**src/rtl/sd_digit_append_pkg.sv**
```systemverilog
// Shared definitions for the signed-digit append front end: FSM state codes
// and the two-bit redundant digit encodings.
package sd_digit_append_pkg;

    typedef enum logic [1:0] {
        ST_IDLE  = 2'b00,
        ST_INIT  = 2'b01,
        ST_ACCUM = 2'b11,
        ST_DONE  = 2'b10
    } state_t;

    localparam logic [1:0] SD_POS  = 2'b10;
    localparam logic [1:0] SD_NEG  = 2'b01;
    localparam logic [1:0] SD_ZERO = 2'b00;
    localparam logic [1:0] SD_ILL  = 2'b11;

endpackage

```
**src/rtl/sd_append_ctrl.sv**
```systemverilog
// Control for the digit append stage: FSM, digit counter, handshake and done
// generation, plus the one-hot write position of the next digit (MSB first).
module sd_append_ctrl
    import sd_digit_append_pkg::*;
#(
    parameter  int Num_bits = 4,
    localparam int CNT_W    = $clog2(Num_bits + 1)
) (
    input  logic                clk,
    input  logic                rst,
    input  logic                i_start,
    input  logic                i_digit_valid,
    output logic                o_digit_ready,
    output logic                o_accept,
    output logic                o_init,
    output state_t              o_state,
    output logic [CNT_W-1:0]    o_digit_cnt,
    output logic                o_done,
    output logic [Num_bits-1:0] o_pos
);

    state_t             r_state;
    state_t             w_next;
    logic [CNT_W-1:0]   r_cnt;
    logic               w_last;

    assign o_digit_ready = (r_state == ST_ACCUM);
    assign o_accept      = o_digit_ready && i_digit_valid;
    assign o_init        = (r_state == ST_INIT);
    assign o_done        = (r_state == ST_DONE);
    assign o_state       = r_state;
    assign o_digit_cnt   = r_cnt;
    assign w_last        = (r_cnt == CNT_W'(Num_bits - 1));

    // NOTE: every always_comb output gets a default before the case, so no path leaves it unassigned (no latch).
    always_comb begin
        w_next = r_state;
        case (r_state)
            ST_IDLE:  if (i_start) w_next = ST_INIT;
            ST_INIT:  w_next = ST_ACCUM;
            ST_ACCUM: if (o_accept && w_last) w_next = ST_DONE;
            ST_DONE:  w_next = i_start ? ST_INIT : ST_IDLE;
            default:  w_next = ST_IDLE;
        endcase
    end

    // Digit j lands at bit Num_bits-1-j.
    always_comb begin
        o_pos = '0;
        for (int i = 0; i < Num_bits; i++) begin
            if (r_cnt == CNT_W'(Num_bits - 1 - i)) o_pos[i] = 1'b1;
        end
    end

    // NOTE: state registers use non-blocking assignments so all flops update from pre-edge values.
    always_ff @(posedge clk or posedge rst) begin
        if (rst) begin
            r_state <= ST_IDLE;
            r_cnt   <= '0;
        end else begin
            r_state <= w_next;
            if (o_init)
                r_cnt <= '0;
            else if (o_accept)
                r_cnt <= r_cnt + CNT_W'(1);
        end
    end

endmodule

```
**src/rtl/sd_digit_append.sv**
```systemverilog
// On-line operand prefix builder: appends each accepted signed digit into a
// plus/minus vector pair and forwards it as a registered two-bit select.
module sd_digit_append
    import sd_digit_append_pkg::*;
#(
    parameter  int Num_bits = 4,
    localparam int CNT_W    = $clog2(Num_bits + 1)
) (
    input  logic                clk,
    input  logic                rst,
    input  logic                start,
    input  logic                digit_valid,
    input  logic [1:0]          digit_in,
    output logic                digit_ready,
    output logic [Num_bits-1:0] vec_out_plus,
    output logic [Num_bits-1:0] vec_out_minus,
    output logic [1:0]          digit_select,
    output logic [1:0]          STATE,
    output logic [CNT_W-1:0]    digit_cnt,
    output logic                done,
    output logic                digit_err
);

    logic                w_accept;
    logic                w_init;
    state_t              w_state;
    logic [Num_bits-1:0] w_pos;
    logic [Num_bits-1:0] r_plus;
    logic [Num_bits-1:0] r_minus;
    logic [1:0]          r_sel;
    logic                r_err;

    sd_append_ctrl #(.Num_bits(Num_bits)) u_ctrl (
        .clk           (clk),
        .rst           (rst),
        .i_start       (start),
        .i_digit_valid (digit_valid),
        .o_digit_ready (digit_ready),
        .o_accept      (w_accept),
        .o_init        (w_init),
        .o_state       (w_state),
        .o_digit_cnt   (digit_cnt),
        .o_done        (done),
        .o_pos         (w_pos)
    );

    always_ff @(posedge clk or posedge rst) begin
        if (rst) begin
            r_plus  <= '0;
            r_minus <= '0;
            r_sel   <= SD_ZERO;
            r_err   <= 1'b0;
        end else begin
            // Bubble or non-transfer cycles forward a zero digit downstream.
            r_sel <= SD_ZERO;
            if (w_init) begin
                r_plus  <= '0;
                r_minus <= '0;
                r_err   <= 1'b0;
            end else if (w_accept) begin
                case (digit_in)
                    SD_POS:  begin r_plus  <= r_plus  | w_pos; r_sel <= SD_POS; end
                    SD_NEG:  begin r_minus <= r_minus | w_pos; r_sel <= SD_NEG; end
                    SD_ILL:  r_err <= 1'b1;
                    default: ;
                endcase
            end
        end
    end

    assign vec_out_plus  = r_plus;
    assign vec_out_minus = r_minus;
    assign digit_select  = r_sel;
    assign digit_err     = r_err;
    assign STATE         = w_state;

endmodule

```
**config.mk**
```make
export PLATFORM = sky130hd
export DESIGN_NAME = sd_digit_append
export DESIGN_NICKNAME = d
export VERILOG_FILES = /design/src/rtl/sd_digit_append_pkg.sv /design/src/rtl/sd_append_ctrl.sv /design/src/rtl/sd_digit_append.sv
export SDC_FILE = /design/constraint.sdc
export NUM_CORES = 1
export LEC_CHECK = 0
export ABC_AREA = 1
export CORE_MARGIN = 4
export CORE_UTILIZATION = 35
export DETAILED_ROUTE_END_ITERATION = 6
export GPL_ROUTABILITY_DRIVEN = 0
export PLACE_DENSITY = 0.71
export SYNTH_ARGS = -nofsm -noshare
export SYNTH_HDL_FRONTEND = slang
export SYNTH_SLANG_ARGS = --single-unit
```
**constraint.sdc**
```tcl
create_clock -name clk -period 1.1 [get_ports clk]
set_input_delay 0.165 -clock clk [delete_from_list [all_inputs] [get_ports clk]]
set_output_delay 0.165 -clock clk [all_outputs]
set_load 0.01 [all_outputs]
```
Word-level counts from Yosys, hierarchy flattened:

Cells that the tools add are included.

* input bits: 6
* bits in read-only memories: 0
* latch bits: 0
* bits in writable memories: 0
* memories: 0
* logic and storage cells: 54
* flip-flop bits (word level): 16

* multiply operators: 0
* equality and inequality tests: 11
* add/subtract/negate cells: 1
* shift-type cells: 0
* $lt $le $gt $ge: 0
* mux-type cells: 22
* bitwise operators: 2
* reductions and logical operators: 12
* divide/modulo/power cells: 0

Operator list (count)
* 2-to-1 mux 4 bit: 6
* equality test 2 bit, second input constant: 4
* 2-to-1 mux 1 bit: 8
* 2-to-1 mux 2 bit: 4
* bitwise OR 4 bit: 2
* one-hot mux 2 bit (4 select lines): 1
* AND reduction 2 bit: 4
* nonzero test 2 bit: 4
* equality test 3 x 2 -> 1 bit, second input constant: 2
* 2-to-1 mux 3 bit: 2
* equality test 2 x 1 -> 1 bit, second input constant: 2
* != test 2 bit, second input constant: 2
* one-hot mux 2 bit (2 select lines): 1
* adder 3 x 1 -> 3 bit, second input constant: 1
* equality test 3 x 1 -> 1 bit, second input constant: 1
* zero test 3 bit: 1
* logical AND 1 bit: 2
* zero test 2 bit: 1

Longest topological paths before layout:

Gate-level depths: netlist of the first run.

* word-level depth: 6
* gate-level depth with buffers: 7
* gate-level depth less buffers: 6

By module:

From an unflattened synthesis of the first run, not the netlist that was laid out.

* cell total of the unflattened synthesis: 95
* area, all modules: 785.8 µm²

Modules (own cells, without submodules)
* sd_digit_append: cells an instance 50, times used 1, area an instance 447.9 µm²
* sd_append_ctrl: cells an instance 45, times used 1, area an instance 337.8 µm²

Worst setup path after synthesis of the first run:

Ideal clock, no wire load.

* path kind: register -> register
* from: register u_ctrl.r_cnt[0], in the netlist u_ctrl.o_digit_cnt[0]
* to: register r_plus[0], in the netlist vec_out_plus[0]
* required time: 0.983 ns
* path slack: -0.055 ns
* setup time: 0.117 ns
* data arrival time: 1.038 ns
* stages on the path, launching flop included: 7
* period minus slack after synthesis: 1.155 ns
* cells stage by stage: dfrtp_1 > ha_1 > ha_1 > inv_1 > nand2_1 > nand4_1 > nand2_1

* longest elaborated chain between the ends: 6

RTL lines
* from (decl): RTL line sd_append_ctrl.sv:24 `logic [CNT_W-1:0] r_cnt;`
* from (signal assigned): RTL line sd_append_ctrl.sv:65 `r_cnt <= r_cnt + CNT_W'(1);`
* equality test 3 x 2 -> 1 bit: RTL line sd_append_ctrl.sv:51 `if (r_cnt == CNT_W'(Num_bits - 1 - i)) o_pos[i] = 1'b1;`
* 2-to-1 mux 1 bit: RTL line sd_append_ctrl.sv:51
* bitwise OR 4 bit: RTL line sd_digit_append.sv:62 `SD_POS: begin r_plus <= r_plus | w_pos; r_sel <= SD_POS; end`
* 2-to-1 mux 4 bit: RTL line sd_digit_append.sv:61 `case (digit_in)`
* 2-to-1 mux 4 bit: RTL line sd_digit_append.sv:60 `end else if (w_accept) begin`
* 2-to-1 mux 4 bit: RTL line sd_digit_append.sv:56 `if (w_init) begin`
* to (signal assigned): RTL line sd_digit_append.sv:49 `r_plus <= '0;`
* to (signal assigned): RTL line sd_digit_append.sv:57 `r_plus <= '0;`
* to (signal assigned): RTL line sd_digit_append.sv:62
* to (decl): RTL line sd_digit_append.sv:28 `logic [Num_bits-1:0] r_plus;`

Every way passes these cells. The select of a mux whose other input is x is not followed.
A chain may end at the register's enable or synchronous reset.

Final worst setup path of the first run:

* from: register u_ctrl.r_state[0], in the netlist u_ctrl.o_state[0]
* to: output digit_ready

* longest elaborated chain between the ends: 1

RTL lines
* from (decl): RTL line sd_append_ctrl.sv:22 `state_t r_state;`
* from (signal assigned): RTL line sd_append_ctrl.sv:61 `r_state <= w_next;`
* equality test 2 bit: RTL line sd_append_ctrl.sv:27 `assign o_digit_ready = (r_state == ST_ACCUM);`
* to (decl): RTL line sd_digit_append.sv:14 `output logic digit_ready,`

Every way passes these cells.

==> results of run 1 <==
==> worst max-delay path: cells and delay by family (launching register included) <==
family,cells,cell delay (ps)
and+or+nand+nor,1,70
buffers and inverters,3,290
DFF,1,420
==> kinds of logic (layout without fill, tap and decap cells) <==
logic type                 Yosys count  after routing  synth area share
AOI/OAI and AO/OA                    5              5            0.0350
adders and majority gates            5              5            0.0760
buffers and inverters               21             72             0.109
DFF                                 16             16             0.486
and+or+nand+nor                     56             56             0.293
==> flip-flops by register name, indices dropped and copies added, names as in the netlist <==
signal / count
vec_out_plus: 4
digit_select: 2
u_ctrl.o_state: 2
digit_err: 1
u_ctrl.o_digit_cnt: 3
vec_out_minus: 4
==> layout make-up <==
class                           count  area share
Timing Repair Buffer               51       0.303
Multi-Input combinational cell     66       0.315
Clock buffer                        3      0.0163
Sequential cell                    16       0.290
Inverter                           18      0.0507
Tap cell                           28      0.0253
==> power breakdown <==
part	switching [mW]	internal, mW
Combinational	1.17	1.14
Clock	0.187	0.127
Sequential	0.125	0.802
Total	1.48	2.07
==> stage by stage <==
stage	util	hold WS [ps]	std cells	power (mW)
2_1_floorplan	-	78.7	103	1.81
3_3_place_gp	0.531	455	165	2.65
3_5_place_dp	0.531	442	165	2.71
4_1_cts	0.585	167	178	3.23
5_1_grt	0.619	195	182	3.81
6_report	0.619	177	182	3.55
==> layer usage <==
layer | global-route usage | up-vias | wire [um]
met1 | 0.171 | 415 | 997
met2 | 0.243 | 42 | 1330
met5 | 0 | - | 0
met3 | 0.0322 | 8 | 150
li1 | - | 424 | -
met4 | 0.0780 | 0 | 46
==> synthesized netlist by cell type, drive strengths merged <==
library cell  count
inv              18
nand3             1
buf               2
nor2              8
clkbuf            1
o22ai             1
nand4             8
o21ai             2
o21a              1
dfrtp            16
nand2            39
a21oi             1
ha                5
==> repair_timing <==
| action | in CTS | in global routing |
|---|---|---|
| resized for setup | 59 | 40 |
| pin swaps | 2 | 12 |
| cloned | 0 | 1 |
| setup endpoints to repair | 30 | 30 |
| setup buffers | 10 | 3 |
==> worst min path at each step <==
stage                           start                 to  cells past startpoint  slack (ps)
floorplan                         rst          digit_err                      1          80
global placement    u_ctrl.o_state[0]  u_ctrl.o_state[1]                      0         450
detailed placement  u_ctrl.o_state[0]  u_ctrl.o_state[1]                      0         440
CTS                               rst    digit_select[0]                      3         170
global route                      rst  u_ctrl.o_state[1]                      3         190
finish                            rst  u_ctrl.o_state[1]                      3         180
==> summary.txt, run 1 <==
Run status
  • Outcome: complete, but fails checks
  • Failing checks: negative setup slack

Clock tree
  • Clk_lat worst skew: about 280 ps
  • Clk root buf: clkbuf_4
  • H-tree depth: 1
  • TritonCTS buffer count: 3
  • Clock buffer depth: 2
  • Reg clk slew, reported paths: 90 ps
  • CTS tree: yes
  • Hold-fix buffers, CTS: 0
  • Sink Count: 16

Setup path
  • Crit path to: digit_ready
  • Worst Path Max Fanout: 4
  • WP data required: 940 ps
  • Crit path launch type: flop
  • R2R cell count: 6
  • Most frequent CP cell: buf_6
  • R2R Path Start: u_ctrl.o_state[0]
  • R2R Path End: digit_err
  • Max incr delay on CP: ~420 ps
  • Slowest cell on the critical path: dfrtp_1
  • Flop2flop setup slack: -100 ps
  • Critical path capture point type: output port
  • CP Class: flop to output port
  • Setup crit start: u_ctrl.o_state[0]
  • Crit path cell chain: buf_6 -> nand2_4 -> inv_2 -> buf_6
  • Worst EP arrival: approximately 1100 ps

Synthesis
  • #FFs+latches synth: 16
  • Post-Syn Instances: 103
  • Yosys top cell by area: dfrtp_1
  • Area contributors post-synth: dfrtp_1 (49%), nand2_1 (16%), inv_1 (8.2%)
  • Netlist cell types: 16
  • Synth Cell Area: about 820 um2
  • YS warnings: 0
  • Top cell type's share of synthesized area: 0.486
  • Seq/Total Area, Yosys: 0.486
  • Syn_area_per_cell: between 7 and 8 um2
  • Synthesized Nets: 114

Routing
  • Vias: between 800 and 900
  • Post-Route WL: 2.53 mm
  • Starting DRT DRC Count: 17
  • Residual DRC: 0
  • Detail Route Antenna Nets: 0
  • Per-cell routed wire length: ~14 um
  • Vias per cell: between 4 and 5
  • First-pass DRT Iterations: 4

GRT
  • Gr usage total: 0.145
  • Initial antenna violation count: 0
  • First-pass GRT wire length: about 3.7 mm
  • GRT Residual Overflow: 0
  • Largest net degree at the start of global routing: 17
  • Vias in the first global route: 869

Layout
  • Layout cells sized above 1: 0.448
  • Fin area: ~1400 um2
  • Count of nets after finishing: between 150 and 200
  • Synth-to-Final Area Change: 67.9%
  • Register Area: roughly 400 um2
  • Filler cells: 194
  • Area occupied by multi-input gates: 435 um2
  • Commonest cells after routing, fill and taps aside: nand2_1 (31), buf_4 (19), dfrtp_1 (16)
  • ANT cells: 0
  • Most common cell after layout, fill and taps aside: nand2_1

Floorplanning
  • CORE AREA: approximately 2200 um2
  • Die H: approximately 57 um
  • Die Wd: about 57 um
  • Rows: 17
  • Die ar.: approximately 3200 um2
  • Initial core utilization: 0.369
  • Top Ports: 24

Timing
  • Slew HR: 0.799
  • PnR worst setup slack: -120 ps
  • Max-slew violations: 0
  • Tmin final: approximately 1200 ps
  • Count of final setup violators: 16
  • Final TNS setup: -1230 ps
  • RSZ-0062 raised after global routing: yes
  • Period utilisation layout: 1.11
  • Final Hold Viols: 0
  • Clk_skew: 2.33 ps
  • Worst Tran Pin Value: around 300 ps
  • Max Clk Rate: between 0.8 and 0.9 GHz

Power and ir drop
  • Max VDD drop: between 1.5 and 2 mV
  • PwrDens: roughly 2600 nW/um2
  • Leakage Power: ~0.76 nW

Placement
  • Dpl hpwl: 1.60 mm
  • Worst slack, placed: -182 ps
  • DP Area: 1190 um2
  • IO Port Bufs: 23

Job
  • Max-cap violations: 0

Min path
  • Worst Hold Class: primary input to async pin
(Power assumes the default switching activity.)
==> inputs of run 2 (changes only) <==
--- a/config.mk
+++ b/config.mk
@@ -6,6 +6,7 @@
 export NUM_CORES = 1
 export LEC_CHECK = 0
 export ABC_AREA = 1
+export ABC_CLOCK_PERIOD_IN_PS = 1100
 export CORE_MARGIN = 4
 export CORE_UTILIZATION = 35
 export DETAILED_ROUTE_END_ITERATION = 6
==> results of run 2 <==
No change in the layout: final DEF, timing and power equal those of run 1.
==> inputs of run 3 (changes only) <==
--- a/config.mk
+++ b/config.mk
@@ -9,6 +9,7 @@
 export ABC_CLOCK_PERIOD_IN_PS = 1100
 export CORE_MARGIN = 4
 export CORE_UTILIZATION = 35
+export CTS_CLUSTER_SIZE = 14
 export DETAILED_ROUTE_END_ITERATION = 6
 export GPL_ROUTABILITY_DRIVEN = 0
 export PLACE_DENSITY = 0.71
==> results of run 3 <==
No change in the layout: final DEF, timing and power equal those of run 1.
